$ cat src/rtl/microfono_i2s_rx.sv
// microfono_i2s_rx
// I2S master receiver for the PCM microphone path. Generates bclk/rlclk from
// clk, samples sdata on every bclk rising event and assembles MSB-first words.
//
// Ports:
//   clk    in   system clock, all logic on its rising edge
//   reset  in   asynchronous active-low reset
//   enable in   1 = run bclk/rlclk and capture, 0 = idle (state cleared)
//   sdata  in   microphone serial data, sampled at bclk rising events
//   bclk   out  bit clock, period 2*CLK_DIV clk
//   rlclk  out  word select (0 left, 1 right), one-bit lead as in I2S
//   sregr  out  last completed word, MSB = first bit received
//   ch     out  slot of the word in sregr (0 left, 1 right)
//   done   out  one-clk pulse when sregr/ch have just been updated
//
// Build option:
//   MIC_STEREO_EN  defined   -> left and right words are delivered
//                  undefined -> only left words; right slot is clocked but
//                               not stored, ch stays 0
module microfono_i2s_rx #(
  parameter int unsigned CLK_DIV = 4,   // clk cycles per bclk half-period, 1..255
  parameter int unsigned WIDTH   = 16   // bits per slot
) (
  input  logic             clk,
  input  logic             reset,
  input  logic             enable,
  input  logic             sdata,
  output logic             bclk,
  output logic             rlclk,
  output logic [WIDTH-1:0] sregr,
  output logic             ch,
  output logic             done
);

  localparam int unsigned     BW         = $clog2(2 * WIDTH);
  localparam logic [7:0]      DIV_LAST   = 8'(CLK_DIV - 1);
  localparam logic [BW-1:0]   LEFT_LAST  = BW'(WIDTH - 1);
  localparam logic [BW-1:0]   RIGHT_1ST  = BW'(WIDTH);
  localparam logic [BW-1:0]   RIGHT_LAST = BW'(2 * WIDTH - 1);
  localparam logic [BW-1:0]   RL_HI_LAST = BW'(2 * WIDTH - 2);

  logic [7:0]       divcnt;
  logic [BW-1:0]    bitcnt;
  logic [BW-1:0]    bitcnt_nxt;
  logic [WIDTH-1:0] shreg;
  logic             pend;       // word assembled at the last rising event
  logic             pend_ch;
  logic             term;
  logic             rise_ev;
  logic             fall_ev;
  logic             slot_right;
  logic             rl_nxt;
  logic             capture_en;
  logic             complete;

  // bclk edges are decoded from the divider terminal count; nothing runs on bclk.
  always_comb begin
    term       = enable && (divcnt == DIV_LAST);
    rise_ev    = term && !bclk;
    fall_ev    = term && bclk;
    slot_right = (bitcnt >= RIGHT_1ST);
    bitcnt_nxt = (bitcnt == RIGHT_LAST) ? '0 : bitcnt + BW'(1);
    // rlclk leads the slot by one bit: it flips during the last bit of the
    // previous slot, so it is decoded from the counter value being entered.
    rl_nxt     = (bitcnt_nxt >= LEFT_LAST) && (bitcnt_nxt <= RL_HI_LAST);
`ifdef MIC_STEREO_EN
    capture_en = 1'b1;
    complete   = (bitcnt == LEFT_LAST) || (bitcnt == RIGHT_LAST);
`else
    capture_en = !slot_right;
    complete   = (bitcnt == LEFT_LAST);
`endif
  end

  always_ff @(posedge clk or negedge reset) begin
    if (!reset) begin
      divcnt  <= '0;
      bitcnt  <= '0;
      shreg   <= '0;
      pend    <= 1'b0;
      pend_ch <= 1'b0;
      bclk    <= 1'b0;
      rlclk   <= 1'b0;
      sregr   <= '0;
      ch      <= 1'b0;
      done    <= 1'b0;
    end else begin
      done <= 1'b0;

      // A word completed on the previous edge is delivered even if enable
      // drops on this edge; the enable-low clear below only hits the shifter.
      if (pend) begin
        sregr <= shreg;
        ch    <= pend_ch;
        done  <= 1'b1;
        pend  <= 1'b0;
      end

      if (!enable) begin
        divcnt <= '0;
        bitcnt <= '0;
        shreg  <= '0;
        bclk   <= 1'b0;
        rlclk  <= 1'b0;
      end else begin
        if (term) begin
          divcnt <= '0;
          bclk   <= ~bclk;
        end else begin
          divcnt <= divcnt + 8'd1;
        end

        if (rise_ev && capture_en) begin
          shreg <= {shreg[WIDTH-2:0], sdata};
          if (complete) begin
            pend    <= 1'b1;
            pend_ch <= slot_right;
          end
        end

        if (fall_ev) begin
          bitcnt <= bitcnt_nxt;
          rlclk  <= rl_nxt;
        end
      end
    end
  end

endmodule

$ cat config.mk
export PLATFORM = sky130hd
export DESIGN_NAME = microfono_i2s_rx
export DESIGN_NICKNAME = d
export VERILOG_FILES = /design/src/rtl/microfono_i2s_rx.sv
export SDC_FILE = /design/constraint.sdc
export NUM_CORES = 1
export LEC_CHECK = 0
export CAP_MARGIN = 0
export CORE_MARGIN = 2
export CORE_UTILIZATION = 45
export CTS_CLUSTER_DIAMETER = 80
export DETAILED_ROUTE_END_ITERATION = 8
export PLACE_DENSITY = 0.66
export SLEW_MARGIN = 20
export SYNTH_ARGS = -nofsm -noshare
export SYNTH_HDL_FRONTEND = slang
export SYNTH_SLANG_ARGS = --single-unit
$ cat constraint.sdc
create_clock -name clk -period 3 [get_ports clk]
set_input_delay 0.6 -clock clk [delete_from_list [all_inputs] [get_ports clk]]
set_output_delay 0.6 -clock clk [all_outputs]
set_load 0.005 [all_outputs]
==> summary by stage <==
Detailed routing
The routed wire length is 3670 µm. The first-pass iteration count of the detailed router is 5. Detailed routing inserted a total of ~1,400 vias. In the routed design, unresolved DRC markers number 0.

Dividing the detail-routed wire length by the instance count gives roughly 13 µm. Using the TritonRoute via totals, the vias-per-cell ratio works out to approximately 5.0. The number of DRC markers after the initial detailed-route iteration is 58.

The number of antenna-violating nets in the routed design is 0.

Die
For this configuration, the core starts out at a cell density of 47.5%. The row count is 25. The floorplan step defined a die boundary enclosing between 0.005 and 0.006 mm². From left edge to right edge, the die measures around 75 µm. The die height is around 75 µm. The number of top-level design ports is 24. The total area inside the core boundary comes to about 0.0048 mm².

STA
The tightest hold path in the finished design has a slack of around 0.39 ns. For the final database, setup skew stands at between 0.007 and 0.008 ns. The worst path meets setup with between 0.7 and 0.8 ns of slack. The normalized max-slew margin is 52.4%. The measured slew at the worst slew-check pin is about 0.71 ns.

The number of failing hold endpoints at the final stage is 0. The final number of max-transition violations is 0. The count of final setup violators is 0.

The post-route clock period utilization is between 70 and 80%. The time the final worst path needs with I/O delays and setup is 2.28 ns. Setup repair after global routing left no endpoint under its margin. The setup TNS is 0 ns.

The achievable frequency is 439 MHz.

Hold path
The min-delay analysis places its worst path in the category in -> async.

Yosys
Sorting the synthesized cells by area gives the leading types as sky130_fd_sc_hd__dfrtp_1 (56%), sky130_fd_sc_hd__mux2_2 (8.4%), sky130_fd_sc_hd__mux2i_1 (7.0%), sky130_fd_sc_hd__inv_1 (3.6%), sky130_fd_sc_hd__nand2_1 (3.3%). During synthesis, Yosys emitted a total of 0 warnings. The mapped netlist covers ~0.0023 mm². Of the post-synthesis cell area, the dominant cell type holds a little under three fifths. The count of different cell masters after synthesis is 30. Counting every net in the synthesized netlist gives a little over 200. The number of flops mapped to enable cells by yosys is 0. Sequential elements use ~56% of the synthesized area. The mean post-synth cell area is between 10 and 15 µm².

The synthesized design spends more area on one cell type than any other, namely sky130_fd_sc_hd__dfrtp_1. Of all flip-flops after synthesis, the portion carrying an async set or reset was 100%. Synthesis handed over a netlist of just under 200 instances. The flip-flop and latch count after synthesis is between 50 and 60. The leading register cell type out of synthesis is sky130_fd_sc_hd__dfrtp_1.

Global route
Global routing consumed, on the met1 layer, 21.7% of the routing resources. Entering global routing, the biggest net connects between 50 and 60 pins. The number of antenna violations at the first check in global routing came to 0. The most congested layer reported by global routing is met2. The global route total overflow is 0. The global router's overall resource usage is 15.8%. The first global-routing pass estimated approximately 6700 µm of wire. Global routing consumed, on the met2 layer, 24.4% of the routing resources. The number of global-route vias before repair is about 1,400. For this run, global-route usage on met3 was measured as ~4.4%.

Layout
The proportion of layout cells with a drive suffix above 1 is between 10% and 20%. The final antenna diode count is 0. The count of nets after finishing is around 230. The area occupied by multi-input gates is around 870 µm². In the layout the commonest cells are sky130_fd_sc_hd__dfrtp_1 (51), sky130_fd_sc_hd__inv_1 (22), sky130_fd_sc_hd__clkdlybuf4s50_1 (22).

Summing all flip-flop and latch instances after layout gives ~0.0013 mm². The area growth from synthesis to layout is 17.0%. The core utilization of the finished layout is between 50% and 60%. The library cell used most frequently in the layout, excluding fill and tap cells, is sky130_fd_sc_hd__dfrtp_1.

The final-layout fill cell count is slightly above 400.

Placement
The count of buffers inserted at the top-level ports is 23. The final estimated routing congestion in global placement is about 0.79. The wire-length estimate of the detail-placed layout is between 2000 and 2500 µm. Prior to clock tree synthesis, the placed netlist has a worst setup slack of 0.702 ns.

Clock network
The clock latency on the worst-skew pair is around 0.3 ns. The clock input transition at the sequential cells of the worst setup and hold paths is roughly 0.080 ns. The number of post-CTS setup repair buffers is 0. Buffers inserted to repair hold after CTS numbered 0. TritonCTS built the clock tree.

The root buffer cell chosen for the clock tree is sky130_fd_sc_hd__clkbuf_8. The H-tree was split into 2 levels. The clock passes through at most 2 buffers.

Gates resized during post-CTS repair numbered 0. The number of clock sinks seen by CTS is slightly above 50. The TritonCTS buffer count is 5.

Worst setup path
The kind of end point of the critical path is a flop. The critical path runs through a total of 4 cells. The critical path contains buffers and inverters numbering 0 combined. Traced cell by cell, the critical path runs through ha_1 -> or4b_4 -> or4b_4 -> o21a_1. The critical path launch point type is a flop. The maximum fanout count along the critical path is 18. STA puts the critical path data arrival time at between 2 and 2.5 ns. The cell with the biggest individual delay on the critical path is sky130_fd_sc_hd__or4b_4. The biggest cell delay along the critical path is 0.72 ns. The start-to-end type of the worst setup path is reg -> reg. The most numerous cell on the critical path is sky130_fd_sc_hd__or4b_4. At the worst endpoint, the required time is ~3.2 ns.

The largest delay contributor family on the critical path is simple AND/OR/NAND/NOR gates. For the worst flop-to-flop path, the logic depth is 4.

Outcome
The run finished with clean final reports.

Pwr
In this run the power density over the cells is 456 mW/mm². In this run the static leakage power is roughly 1.2 nW. VDD sags by at most about 0.33 mV.

Job
Across the run, the number of max-cap violations was 0.
cells by family (layout without fill, tap and decap cells):
kind of cell    after synthesis  in the layout  share of synthesized area [%]
compound gates               23             23                           5.94
xor+xnor                      4              4                           1.54
simple gates                 52             52                           12.5
buf+inv                      30             54                           5.61
fa+ha+maj                     5              5                           2.75
flops                        51             51                           56.1
mux                          33             33                           15.5
report_power, final:
group | switching (mW) | internal [mW]
sequential | 0.00656 | 0.693
combinational | 0.0386 | 0.0202
clock | 0.210 | 0.244
total | 0.255 | 0.957
path summary, 6_finish.rpt:
kind | slack [ns] | end | from
setup reg to reg | 0.72 | pend_ch | divcnt[0]
hold / removal | 0.39 | bclk | reset
min in group clk | 0.49 | divcnt[0] | divcnt[0]
setup / recovery | 0.72 | pend_ch | divcnt[0]
hold reg to reg | 0.49 | divcnt[0] | divcnt[0]
max in group asynchronous | 2.19 | bitcnt[2] | reset
registers in the layout, summed over array words and instances, names as in the netlist:
| name | count |
|---|---|
| shreg | 16 |
| sregr | 16 |
| divcnt | 8 |
| bitcnt | 5 |
| bclk | 1 |
| ch | 1 |
| done | 1 |
| pend | 1 |
| pend_ch | 1 |
| rlclk | 1 |
cell type report:
type	instances	area share, %
timing repair buffer	25	9.04
multi-input combinational	117	32.7
clock buffer	5	2.59
sequential	51	48.0
tap	67	3.15
clock inverter	2	1.41
inverter	22	3.11
synthesized netlist by cell type (2+ instances only):
| master | instances |
|---|---|
| sky130_fd_sc_hd__nand2_1 | 20 |
| sky130_fd_sc_hd__or4_1 | 4 |
| sky130_fd_sc_hd__xor2_1 | 2 |
| sky130_fd_sc_hd__ha_1 | 5 |
| sky130_fd_sc_hd__o21ai_0 | 5 |
| sky130_fd_sc_hd__buf_6 | 2 |
| sky130_fd_sc_hd__nand4b_1 | 2 |
| sky130_fd_sc_hd__dfrtp_1 | 51 |
| sky130_fd_sc_hd__a21oi_1 | 9 |
| sky130_fd_sc_hd__mux2i_1 | 16 |
| sky130_fd_sc_hd__xnor2_1 | 2 |
| sky130_fd_sc_hd__inv_1 | 22 |
| sky130_fd_sc_hd__o31ai_1 | 3 |
| sky130_fd_sc_hd__nor2_1 | 9 |
| sky130_fd_sc_hd__nand3_1 | 4 |
| sky130_fd_sc_hd__clkbuf_1 | 6 |
| sky130_fd_sc_hd__mux2_2 | 17 |
| sky130_fd_sc_hd__or3_1 | 4 |
| sky130_fd_sc_hd__or4b_4 | 2 |
| sky130_fd_sc_hd__o21a_1 | 2 |
| sky130_fd_sc_hd__nor4b_1 | 2 |
metrics by stage:
step / cells / instance area (µm²) / power [mW]
after floorplan: 198 / 2270 / 0.748
after global placement: 282 / 2550 / 0.774
after detailed placement: 282 / 2550 / 0.774
after CTS: 289 / 2660 / 1.23
after global routing: 289 / 2660 / 1.27
final: 289 / 2660 / 1.21
layer usage:
metal,up-vias,wire length (µm)
li1,721,-
met1,699,1830
met2,19,1660
met3,5,126
met4,0,52
met5,-,0
Note: power is estimated with default switching activity, not from simulation.
